--- config.mk ---
export PLATFORM = sky130hd
export DESIGN_NAME = fp_result_serializer
export DESIGN_NICKNAME = d
export VERILOG_FILES = /design/src/rtl/fp_result_serializer.sv
export SDC_FILE = /design/constraint.sdc
export NUM_CORES = 1
export LEC_CHECK = 0
export ABC_AREA = 1
export BUFFER_PORTS_ARGS = -buffer_cell sky130_fd_sc_hd__buf_2
export CORE_MARGIN = 5
export CORE_UTILIZATION = 40
export CTS_BUF_LIST = sky130_fd_sc_hd__clkbuf_8
export DETAILED_ROUTE_END_ITERATION = 8
export SYNTH_ARGS = -nofsm -noshare
export SYNTH_HDL_FRONTEND = slang
export SYNTH_SLANG_ARGS = --single-unit
--- constraint.sdc ---
create_clock -name clk_in -period 1.4 [get_ports clk_in]
set_clock_uncertainty 0.15 [all_clocks]
set_input_delay 0.14 -clock clk_in [delete_from_list [all_inputs] [get_ports clk_in]]
set_output_delay 0.14 -clock clk_in [all_outputs]
set_load 0.005 [all_outputs]
--- src/rtl/fp_result_serializer.sv ---
// Parallel-to-serial output stage for the FP adder result word.
// Optional trailing even-parity bit is enabled by defining SERIAL_PARITY_EN.
module fp_result_serializer #(
   parameter int unsigned WIDTH     = 32,
   parameter bit          LSB_FIRST = 1'b1
) (
   input  logic             clk_in,
   input  logic             rst_n_in,
   input  logic             en_in,
   input  logic             load_in,
   input  logic [WIDTH-1:0] parallel_in,
   input  logic             rd_in,
   output logic             serial_out,
   output logic             serial_valid_out,
   output logic             output_rdy,
   output logic             done_out,
   output logic             overrun_out
);

   localparam int unsigned CW = $clog2(WIDTH) + 1;
   localparam logic [CW-1:0] LAST_IDX = CW'(WIDTH - 1);

`ifdef SERIAL_PARITY_EN
   typedef enum logic [1:0] {S_IDLE, S_SHIFT, S_PARITY, S_DONE} state_t;
`else
   typedef enum logic [1:0] {S_IDLE, S_SHIFT, S_DONE} state_t;
`endif

   state_t           r_state;
   state_t           w_state_nxt;
   logic [WIDTH-1:0] r_shift;
   logic [CW-1:0]    r_count;
   logic             r_overrun;
   logic             w_load;
   logic             w_accept;
   logic             w_head;
`ifdef SERIAL_PARITY_EN
   logic             r_parity;
`endif

   always_ff @(posedge clk_in or negedge rst_n_in) begin
      if (!rst_n_in) begin
         r_state <= S_IDLE;
      end else begin
         r_state <= w_state_nxt;
      end
   end

   always_comb begin
      w_state_nxt = r_state;
      w_load      = 1'b0;
      w_accept    = 1'b0;
      if (en_in) begin
         case (r_state)
            S_IDLE: begin
               if (load_in) begin
                  w_load      = 1'b1;
                  w_state_nxt = S_SHIFT;
               end
            end
            S_SHIFT: begin
               if (rd_in) begin
                  w_accept = 1'b1;
                  if (r_count == LAST_IDX) begin
`ifdef SERIAL_PARITY_EN
                     w_state_nxt = S_PARITY;
`else
                     w_state_nxt = S_DONE;
`endif
                  end
               end
            end
`ifdef SERIAL_PARITY_EN
            S_PARITY: begin
               if (rd_in) begin
                  w_state_nxt = S_DONE;
               end
            end
`endif
            S_DONE:  w_state_nxt = S_IDLE;
            default: w_state_nxt = S_IDLE;
         endcase
      end
   end

   always_ff @(posedge clk_in or negedge rst_n_in) begin
      if (!rst_n_in) begin
         r_shift   <= '0;
         r_count   <= '0;
         r_overrun <= 1'b0;
`ifdef SERIAL_PARITY_EN
         r_parity  <= 1'b0;
`endif
      end else begin
         if (w_load) begin
            r_shift  <= parallel_in;
            r_count  <= '0;
`ifdef SERIAL_PARITY_EN
            r_parity <= ^parallel_in;
`endif
         end else if (w_accept) begin
            // zero fill leaves the register clear once the word has drained
            r_shift <= LSB_FIRST ? {1'b0, r_shift[WIDTH-1:1]}
                                 : {r_shift[WIDTH-2:0], 1'b0};
            r_count <= r_count + CW'(1);
         end
         if (en_in && load_in && (r_state != S_IDLE)) begin
            r_overrun <= 1'b1;
         end
      end
   end

   assign w_head = LSB_FIRST ? r_shift[0] : r_shift[WIDTH-1];

`ifdef SERIAL_PARITY_EN
   assign serial_out       = (r_state == S_PARITY) ? r_parity : w_head;
   assign serial_valid_out = en_in && ((r_state == S_SHIFT) || (r_state == S_PARITY));
`else
   assign serial_out       = w_head;
   assign serial_valid_out = en_in && (r_state == S_SHIFT);
`endif
   assign output_rdy  = (r_state == S_IDLE);
   assign done_out    = en_in && (r_state == S_DONE);
   assign overrun_out = r_overrun;

endmodule

# After elaboration in Yosys (flattened, before gate mapping)
# Index checks and enable logic that the tools add are counted.
# word_totals
reg_bits	41
n_memories	0
ram_bits	0
mem_bits_ro	0
out_inout_bits	5
latchBits	0
# classes
div	0
addsub	1
bitwise	0
multipliers	0
n_lt_le_gt_ge	0
mux	14
reduce_logical	8
eq_ne	6
shift	0
# ops
op	n
$mux 32	2
$mux 6	2
$add 6x1->6 const B	1
$eq 6x5->1 const B	1
$mux 1	6
$mux 2	3
$ne 2x2->1 const B	3
$logic_and 1x1->1	4
$pmux 2 s2	1
$reduce_and 4->1	1
$reduce_bool 2->1	2
$eq 2x1->1 const B	1
$eq 2x2->1 const B	1
$logic_not 2->1	1

# Logic depth before layout (Yosys ltp)
# Gate-level depths: netlist (run 1).
# logic_depth
depth_word	5
mapped_depth	8
ltp_nobuf	8

# Least setup slack after synthesis (run 1)
# No wires, ideal clock.
# synth_timing
kind	reg2reg
startpoint	reg r_state[0]
endpoint	reg r_shift[0]
arrival_time_ns	1.112
required_time_ns	1.126
stages_incl_launch_ff	8
slack_ns	0.014
synth_period_minus_slack_ns	1.386
setup_time_ns	0.124
path_cell_list	dfrtp_1 > nor2_4 > nand3_2 > nand2_2 > inv_2 > buf_6 > nand2_1 > nand3_1
# synth_via
elab_chain_len	4
word_cells_on_any_way	8
classes_between	eq/ne (1); mux (5); reduce/logical (2)
# synth_rtl
item	line_no	text
from (decl)	29	state_t r_state;
from (signal assigned)	45	r_state <= w_state_nxt;
$logic_not 2->1 (*)	n/a	
net output_rdy	15	output logic output_rdy,
$mux 1 (*)	54	case (r_state)
$mux 1 (*)	53	if (en_in) begin
$mux 32 / $reduce_bool 2->1 (equally long branches)	n/a	
to (signal assigned)	96	r_shift <= parallel_in;
to (signal assigned)	103	r_shift <= LSB_FIRST ? {1'b0, r_shift[WIDTH-1:1]}
to (decl)	31	logic [WIDTH-1:0] r_shift;
# Mark *: on every way through the listed nets, which the timed path passes. The rest lies on a longest branch.
# A chain may end at the register's enable or synchronous reset.

# Final worst setup path (run 1)
# layout_timing
startpoint	reg r_state[1]
endpoint	reg r_shift[8]
# layout_via
elab_chain_len	4
word_cells_on_any_way	8
classes_between	eq/ne (1); mux (5); reduce/logical (2)
# layout_rtl
item	line_no
$eq 2x1->1 / $logic_not 2->1 (equally long branches)	54
$mux 1	54
$mux 1	53
$reduce_bool 2->1 (no line) / $mux 32 (equally long branches)	n/a
# Several ways; a longest one is shown, not always the timed one.

==> results.md, run 1 <==
- Status: finished with violations
- Failing checks: negative setup slack
- Pleak: 1.535 nW
- Top delay family on crit path: buffers and inverters
- Total CTS buffers: 5
- DRT Pass-1 Iters: 4
- Mapped Cells: 236
- Clk root buf: clkbuf_8
- Count of final hold-check violations: 0
- CP Class: flop to flop
- Syn avg cell area: 8.101 µm²
- Final setup viols: 35
- Vias in the first global route: 1684
- Area Overhead vs Synth: 58.70%
- Die W: 79.14 µm
- Grt total ovfl: 0
- Synth Register Bits: a little over 40
- Largest net degree at the start of global routing: 42
- Slew margin rel.: 0.8466
- Crit share post-route: 1.038
- DP HPWL: 2694 µm
- Core Area: 0.004692 mm²
- Bufs on Longest Clock Path: 2
- Tot Pwr: 4.682 mW
- Final instance area: 0.003034 mm²
- Fin Hold WS: about 0.04 ns
- CP endpoint kind: flop
- Rows: 25
- WP data arrival: 1.53 ns
- RSZ-0062 raised after global routing: yes
- Worst Hold Class: input pin to flop
- Antenna diode count: 0
- Clock Latency Late Sink: 0.30 ns
- Setup WS post-layout: -0.05263 ns
- I/O pin count: 42
- Vias/cell: ~4.7
- Maximum VDD drop: slightly below 0.8 mV
- Fmax: around 700 MHz
- Reg clk slew, reported paths: 0.08 ns
- Max-slew violation count: 0
- Startpoint class of the critical path: flop
- Drt first-iter violations: 68
- GR Util All Layers: 0.1542
- CP max FO: 7
- H-Tree Depth: 2
- First-pass GRT wire length: 7638 µm
- Share of cells above drive strength 1: 0.3183
- Buf/Inv on CP: 3
- Tmin final: approximately 1.5 ns
- Synth Net Count: 274
- Synth area leaders: dfrtp_1 54%, nand2_1 23%, nand3_1 9.4%
- Die area: 0.006262 mm²
- Routed WL: 4881 µm
- WL/cell: 12.61 µm
- Synth unique cells: 19
- Ys Warns: 0
- Chip Height: 79.14 µm
- Worst-margin pin slew: 0.2301 ns
- CP required: roughly 1.5 ns
- Critical Path Slowest Stage Cell: dfrtp_2
- Worst path cell trace: inv_2 > nand2_4 > nor3_4 > buf_6 > clkbuf_16 > nand2_1 > nand3_1
- CP max stage delay: 0.46 ns
- Post-Place Setup Slack: -0.05971 ns
- Top cell type's share of synthesized area: 0.5366
- Number of antenna violations at the first check in global routing: 0
- Sequential fraction of the synthesis area: 0.5366
- Post-place instance area: 0.002220 mm²
- Initial Util: 0.4075
- Max Cap Viol: 0
- Placer congestion estimate: approximately 0.78
- PD cells: 1543 mW/mm²
- # DRC: 0
- Fin nets: 370
- Clock sinks: 41
- Synthesized area: 0.001912 mm²
- Largest area contributor in the netlist: dfrtp_1
- CTS tree: done
- Routed Antenna Nets: 0
- DR vias: 1827
- PortBufs: 41
==> report_power, final <==
group / switching [mW] / internal [mW] / total (mW)
sequential: 0.314 / 1.66 / 1.97
combinational: 0.818 / 0.882 / 1.70
clock: 0.430 / 0.580 / 1.01
==> layout by cell type (no fill, tap or decap), drive strengths merged <==
| cell type | count |
|---|---|
| dlygate4sd3 | 34 |
| clkinvlp | 1 |
| a21oi | 2 |
| o21ai | 4 |
| xor2 | 1 |
| nand2 | 119 |
| inv | 9 |
| clkbuf | 9 |
| buf | 61 |
| nor2 | 9 |
| nor3 | 2 |
| nand4 | 1 |
| o21bai | 1 |
| bufinv | 1 |
| dfrtp | 41 |
| ha | 1 |
| nand3 | 37 |
==> state kept, by name (all words and copies together) (netlist names) <==
signal and flops:
r_shift 32, r_count 6, r_state 2, overrun_out 1
==> metal layers <==
metal | track usage | vias to the layer above | wire, µm
li1 | - | 939 | -
met1 | 0.1974 | 855 | 2276
met2 | 0.2584 | 29 | 2399
met3 | 0.03628 | 4 | 155
met4 | 0.04639 | 0 | 49
met5 | 0 | - | 0
==> cells by family (layout without fill, tap and decap cells) <==
| family | count (synthesis) | count (layout) | synth area share |
|---|---|---|---|
| AO/OA/AOI/OAI | 7 | 7 | 0.01964 |
| adder cells (fa/ha/maj) | 1 | 1 | 0.006543 |
| AND/OR/NAND/NOR | 168 | 168 | 0.3717 |
| flip-flops | 41 | 41 | 0.5366 |
| buffers and inverters | 18 | 115 | 0.06086 |
| XOR/XNOR | 1 | 1 | 0.004582 |
==> worst min-delay path: cells and delay by family <==
family	cells	cell delay (ns)
compound gates	1	0.08
buf+inv	1	0.14
simple gates	1	0.09
==> final timing paths <==
path | from | end | slack [ns] | cells after the start
max in group asynchronous | rst_n_in | r_shift[8] | 0.70 | 3
worst min-delay path | en_in | overrun_out | 0.04 | 3
min in group asynchronous | rst_n_in | r_state[1] | 0.18 | 3
worst max register to register | r_state[1] | r_shift[8] | -0.05 | 7
worst min register to register | overrun_out | overrun_out | 0.33 | 1
worst max-delay path | r_state[1] | r_shift[8] | -0.05 | 7
==> synth_stat cells, drive strengths merged <==
cell	n
o21ai	4
ha	1
nor3	2
nand2	119
o21bai	1
buf	9
xor2	1
inv	9
nand4	1
nand3	37
a21oi	2
nor2	9
dfrtp	41
==> repair_timing <==
item	in CTS	in global routing
hold buffers	34	0
pin swaps	4	5
gates cloned	2	6
hold endpoints to repair	74	0
endpoints found under the setup margin	41	42
buffers inserted	2	4
resized for setup	16	28
==> metrics by stage <==
| stage | TNS, ns | util | instances |
|---|---|---|---|
| finish | -0.9736 | 0.6467 | 387 |
| global route | -3.192 | 0.6467 | 387 |
| CTS | -0.2950 | 0.5960 | 377 |
| detailed placement | -1.656 | 0.4731 | 331 |
| global placement | -0.08457 | 0.4731 | 331 |
| floorplan | 0 | - | 236 |
==> cell type report <==
cell class	count	area, µm²
fill	409	1658
timing repair buffer	98	897.1
clock inverter	2	37.54
multi-input combinational	177	882.1
tap	54	67.56
sequential	41	1028
inverter	9	38.79
clock buffer	6	82.58
Note: power is estimated with default switching activity, not from simulation.
==> run 2, diff against run 1 <==
Settings changed: PLACE_DENSITY_LB_ADDON from default to 0.08.
==> run 2 against run 1 <==
The flow still finishes with violations (negative setup slack). Clock power about the same. Sequential share of layout area decreased by 1.5 points. Cell count increased by 0.52%. Critical path type unchanged. Routed wire length increased by 11%. Worst hold slack got worse by 0.010 ns. Count of clock-buffer cells in the layout unchanged. Via count increased by 4.4%. Total power increased by 5.7%. Non-clock buffer count increased by 2. Core utilization increased by 2.9 points. Worst setup slack got worse by 0.0017 ns.
==> results.md, run 2 (same netlist as run 1, synthesis figures left out) <==
- Largest net degree at the start of global routing: 42
- Tmin final: 1.454 ns
- WL/cell: roughly 14 µm
- Core Area: 0.004692 mm²
- Area occupied by registers: 0.001028 mm²
- H-Tree Depth: 2
- GR Util All Layers: 0.1563
- CP Class: flop to flop
- Worst Hold Path EP: overrun_out
- CP required: 1.48 ns
- NetSw: 1.683 mW
- Met1 usage in global routing: 0.2039
- Total CTS buffers: 5
- R2R Setup Slk: -0.05 ns
- Worst Hold Class: input pin to flop
- Grt total ovfl: 0
- Count of final hold-check violations: 0
- Placer congestion estimate: a little under 0.8
- Vias/cell: 4.902
- Top delay family on crit path: flip-flops
- CP endpoint kind: flop
- Worst path cell trace: inv_2 > nand2_4 > nor3_4 > buf_12 > clkbuf_16 > nand2_1 > nand3_1
- Largest regs: r_shift (32), r_count (6), r_state (2)
- Clk pwr share: 0.200
- Most common cell after layout, fill and taps aside: nand2_1
- PortBufs: 41
- Number of antenna violations at the first check in global routing: 0
- Reg clk slew, reported paths: 0.08 ns
- Hold Crit Depth: 3
- Reg power frac: 0.410
- Largest register FFs: 32
- Clock Latency Late Sink: roughly 0.30 ns
- Crit share post-route: 1.039
- Failing checks: negative setup slack
- DRT Pass-1 Iters: 4
- Status: finished with violations
- Fmax: slightly below 700 MHz
- Routed Antenna Nets: 0
- Vias in the first global route: 1666
- Area Overhead vs Synth: 65.84%
- Max-slew violation count: 0
- Bufs on Longest Clock Path: 2
- Tot Pwr: 4.947 mW
- Setup WS post-layout: -0.05431 ns
- Switch share: 0.3401
- DR vias: 1907
- Slew margin rel.: 0.8477
- Buf/Inv on CP: 3
- Multi-input logic area: 962.2 µm²
- I/O pin count: 42
- RR Startpoint: r_state[1]
- Routed WL: 5419 µm
- Busiest grt layer: met2
- Final setup viols: 40
- PD cells: 1560 mW/mm²
- Post-Place Setup Slack: -0.05703 ns
- Met3 usage: 0.04082
- # DRC: 0
- Max Cap Viol: 0
- WP data arrival: 1.54 ns
- Pleak: 1.586 nW
- Clk root buf: clkbuf_8
- Share of cells above drive strength 1: 0.3672
- Antenna diode count: 0
- Post-place instance area: 0.002267 mm²
- Startpoint class of the critical path: flop
- Die area: roughly 0.0063 mm²
- Highest-count cells in the layout ignoring fill and taps: 97 x nand2_1, 41 x buf_2, 39 x dfrtp_1
- DP HPWL: approximately 2700 µm
- Met2 Use GR: 0.2525
- Chip Height: 79.14 µm
- RSZ-0062 raised after global routing: yes
- Combinational power share: 0.390
- Fill count: 380
- Fin nets: 372
- Drt first-iter violations: 83
- Clock sinks: 41
- CTS tree: done
- Die W: just under 80 µm
- Final instance area: around 0.0032 mm²
- Worst-margin pin slew: about 0.23 ns
- Largest reg by FF count: r_shift
- Hold Startpoint: en_in
- Reg-to-Reg End: r_shift[5]
- Maximum VDD drop: 0.9409 mV
- Critical Path Slowest Stage Cell: dfrtp_2
- Sum of negative setup slack: -1.324 ns
- Initial Util: 0.4075
- CP max stage delay: 0.46 ns
- Rows: 25
- First-pass GRT wire length: roughly 7700 µm
- Register-to-Register Path Depth: 7
- Cell-internal power: 3.265 mW
- CP max FO: 9
[run 2: cell count changes in the layout (fill, tap and decap cells not counted), moves of 2 or more]
cell	before	now
buf_6	7	3
nand2_1	106	97
nand2_2	9	14
clkbuf_16	3	7
nand3_2	8	11
nand3_1	28	24
buf_16	2	0
buf_12	4	7
nand2_4	4	8
[run 2: layer usage]
metal	part of all wire	vias to the layer above
li1	-	952
met1	0.43	919
met2	0.52	31
met3	0.035	5
met4	0.0085	0
met5	0	-
[run 2: layout make-up]
cell class,instances,area share
repair buffers,100,0.3011
multi-input cells,177,0.3035
clock inverters,2,0.01066
inverters,9,0.01302
flip-flops and latches,41,0.3244
clock buffers,6,0.02605
well taps,54,0.02131
[run 2: worst max-delay path by stage]
stage                from                to  cells after the start
6_report       r_state[1]        r_shift[5]                      7
5_1_grt        r_state[1]        r_shift[5]                      7
4_1_cts        r_state[0]  serial_valid_out                      4
3_5_place_dp   r_state[0]       r_shift[26]                      8
3_3_place_gp   r_state[0]       r_shift[26]                      8
2_1_floorplan  r_state[0]        r_shift[0]                      7
[run 2: tightest hold or removal path, delay by kind of cell]
kind,cells,cell delay [ns]
AO/OA/AOI/OAI,1,0.07
buffers and inverters,1,0.14
AND/OR/NAND/NOR,1,0.08
[run 2: stage by stage]
stage | std cells | util | hold slack, ns
after CTS | 376 | 0.5856 | 0.009211
final | 389 | 0.6757 | 0.03062
after floorplan | 236 | - | -0.3056
after global routing | 389 | 0.6757 | 0.07896
after detailed placement | 334 | 0.4832 | -0.01844
after global placement | 334 | 0.4832 | -0.01860
[run 2: power by group through the flow]
stage                     clock, mW  sequential (mW)  combinational (mW)
final                         0.990             2.03                1.93
after global routing           1.06             2.09                2.12
after CTS                      1.01             1.94                1.37
after detailed placement          0             1.95                1.26
after global placement            0             1.94                1.24
after floorplan                   0             1.89               0.804
[run 2: what timing repair did]
| action | CTS | global route |
|---|---|---|
| hold buffers | 34 | 0 |
| setup endpoints to repair | 39 | 42 |
| resized for setup | 8 | 53 |
| pin swaps | 2 | 7 |
| buffers inserted | 0 | 6 |
| gates cloned | 0 | 8 |
| endpoints found under the hold margin | 74 | 0 |
==> run 3, diff against run 2 <==
Settings changed: CORE_UTILIZATION 40 to 50, PLACE_DENSITY from default to 0.76, PLACE_DENSITY_LB_ADDON 0.08 to default.
==> run 3 against run 2 <==
The flow still finishes with violations (negative setup slack). Largest power group unchanged. Critical path depth decreased by 4. Sequential share of layout area up 5.0 points. Non-clock buffer count fell by 15. Largest cell class unchanged. Critical endpoint is now done_out. Sequential power is 4% lower. Via count fell by 8.0%. Count of clock-buffer cells in the layout is the same. Worst setup slack gained 0.046 ns.
==> results.md, run 3 (same netlist as run 1, synthesis figures left out) <==
- Grt total ovfl: 0
- Status: finished with violations
- Core Area: approximately 0.0037 mm²
- Largest net degree at the start of global routing: 42
- Fmax: approximately 710 MHz
- I/O pin count: 42
- Hold Crit Depth: 3
- Final setup viols: 2
- First-pass GRT wire length: 7617 µm
- Fill count: 276
- Most common cell after layout, fill and taps aside: nand2_1
- Post-Place Setup Slack: -0.1420 ns
- Clk pwr share: 0.230
- Post-Place Cells: 325
- Clk root buf: clkbuf_8
- Total CTS buffers: 5
- Number of antenna violations at the first check in global routing: 0
- Largest regs: r_shift (32), r_count (6), r_state (2)
- Switch share: 0.3280
- Count of final hold-check violations: 0
- Highest-count cells in the layout ignoring fill and taps: 116 x nand2_1, 39 x buf_2, 39 x dfrtp_1
- Vias in the first global route: 1813
- CTS tree: done
- Share of cells above drive strength 1: 0.2438
- NetSw: between 1 and 1.5 mW
- RSZ-0062 raised after global routing: yes
- Bufs on Longest Clock Path: 2
- Worst Hold Class: input pin to flop
- R2R Setup Slk: 0.01 ns
- Layout Cells excl Fill: 368
- Worst-margin pin slew: around 0.22 ns
- Rows: 22
- Initial Util: 0.5183
- Post-place instance area: 0.002200 mm²
- GR Util All Layers: 0.1830
- Area Overhead vs Synth: 43.78%
- Multi-input logic area: 819.5 µm²
- Reg clk slew, reported paths: 0.08 ns
- Routed WL: approximately 4300 µm
- Maximum VDD drop: 1.075 mV
- # DRC: 0
- Slew margin rel.: 0.8550
- Area occupied by registers: 0.001028 mm²
- Max Cap Viol: 0
- Cell-internal power: 2.898 mW
- Vias/cell: ~4.8
- CP max stage delay: approximately 0.45 ns
- Final instance area: between 0.002 and 0.003 mm²
- Clock sinks: 41
- Antenna diode count: 0
- DR vias: 1754
- WL met1: 1836 µm
- DR top layer: met4
- DP HPWL: 2653 µm
- Drt first-iter violations: 63
- Reg power frac: 0.453
- CP Class: flop to output pin
- Tot Pwr: 4.312 mW
- CP endpoint kind: output pin
- H-Tree Depth: 2
- WP data arrival: 1.12 ns
- Tmin final: 1.408 ns
- Crit share post-route: 1.006
- CP max FO: 4
- Largest register FFs: 32
- Die area: 0.005160 mm²
- Die W: 71.84 µm
- Placer congestion estimate: about 0.78
- Critical Path Slowest Stage Cell: dfrtp_2
- Failing checks: negative setup slack
- Setup WS post-layout: -0.008364 ns
- Worst path cell trace: buf_6 > nor3_2 > buf_2
- Routed met2 length: roughly 2200 µm
- PD cells: 1569 mW/mm²
- Fin nets: between 300 and 400
- Fin util: 0.7453
- Reg-to-Reg End: r_count[0]
- Sum of negative setup slack: -0.01286 ns
- PortBufs: between 40 and 50
- WL/cell: 11.60 µm
- RR Startpoint: r_state[1]
- Routed wire length on met3: approximately 210 µm
- Startpoint class of the critical path: flop
- Clock Latency Late Sink: 0.29 ns
- Worst Hold Path EP: overrun_out
- Fin Hold WS: 0.02072 ns
- CP required: 1.11 ns
- Largest reg by FF count: r_shift
- Max-slew violation count: 0
- Routed Antenna Nets: 0
- Hold Startpoint: load_in
- Combinational power share: 0.317
- DRT Pass-1 Iters: 4
- Register-to-Register Path Depth: 6
- Chip Height: 71.84 µm
- Pleak: 1.363 nW
## run 3: cell count changes in the layout (fill, tap and decap cells not counted), sizes merged
cell | before | now
clkinvlp | 0 | 1
clkbuf | 13 | 6
dlygate4sd3 | 34 | 33
buf | 59 | 52
inv | 10 | 9
## run 3: critical path: cells and delay by family, from the launching register on
| family | cells | cell delay (ns) |
|---|---|---|
| simple gates | 1 | 0.13 |
| flops | 1 | 0.45 |
| buf+inv | 2 | 0.26 |
## run 3: how the worst max path moves through the flow
stage          cells past startpoint       start  slack (ns)           to
2_1_floorplan                      7  r_state[0]        0.01   r_shift[0]
3_5_place_dp                       7  r_state[0]       -0.14   r_shift[2]
4_1_cts                            3  r_state[0]       -0.03     done_out
5_1_grt                            6  r_state[1]       -0.09   r_count[2]
3_3_place_gp                       7  r_state[0]       -0.11  r_shift[12]
6_report                           3  r_state[0]      -0.008     done_out
## run 3: layout make-up
type / instances / area share
Clock inverter: 2 / 0.01365
Timing Repair Buffer: 85 / 0.2472
Sequential cell: 41 / 0.3741
Inverter: 9 / 0.01502
Clock buffer: 6 / 0.03004
Multi-Input combinational cell: 177 / 0.2981
Tap cell: 48 / 0.02185
## run 3: metal layers
metal,GRT usage,vias to the layer above
met1,0.2095,803
met2,0.3408,31
met4,0.03758,0
met5,0,-
li1,-,914
met3,0.04769,6
## run 3: power groups by stage
stage          Sequential [mW]  Clock (mW)  Combinational [mW]
2_1_floorplan             1.89           0               0.804
3_3_place_gp              1.94           0                1.07
3_5_place_dp              1.95           0                1.14
4_1_cts                   1.95        1.02                1.29
5_1_grt                   2.02        1.05                1.59
6_report                  1.95       0.992                1.37
## run 3: repair_timing
action / CTS / global route
gates resized for setup: 15 / 10
setup endpoints to repair: 41 / 43
setup buffers: 1 / 1
hold buffers: 33 / 0
hold endpoints to repair: 73 / 0
pin swaps: 3 / 3
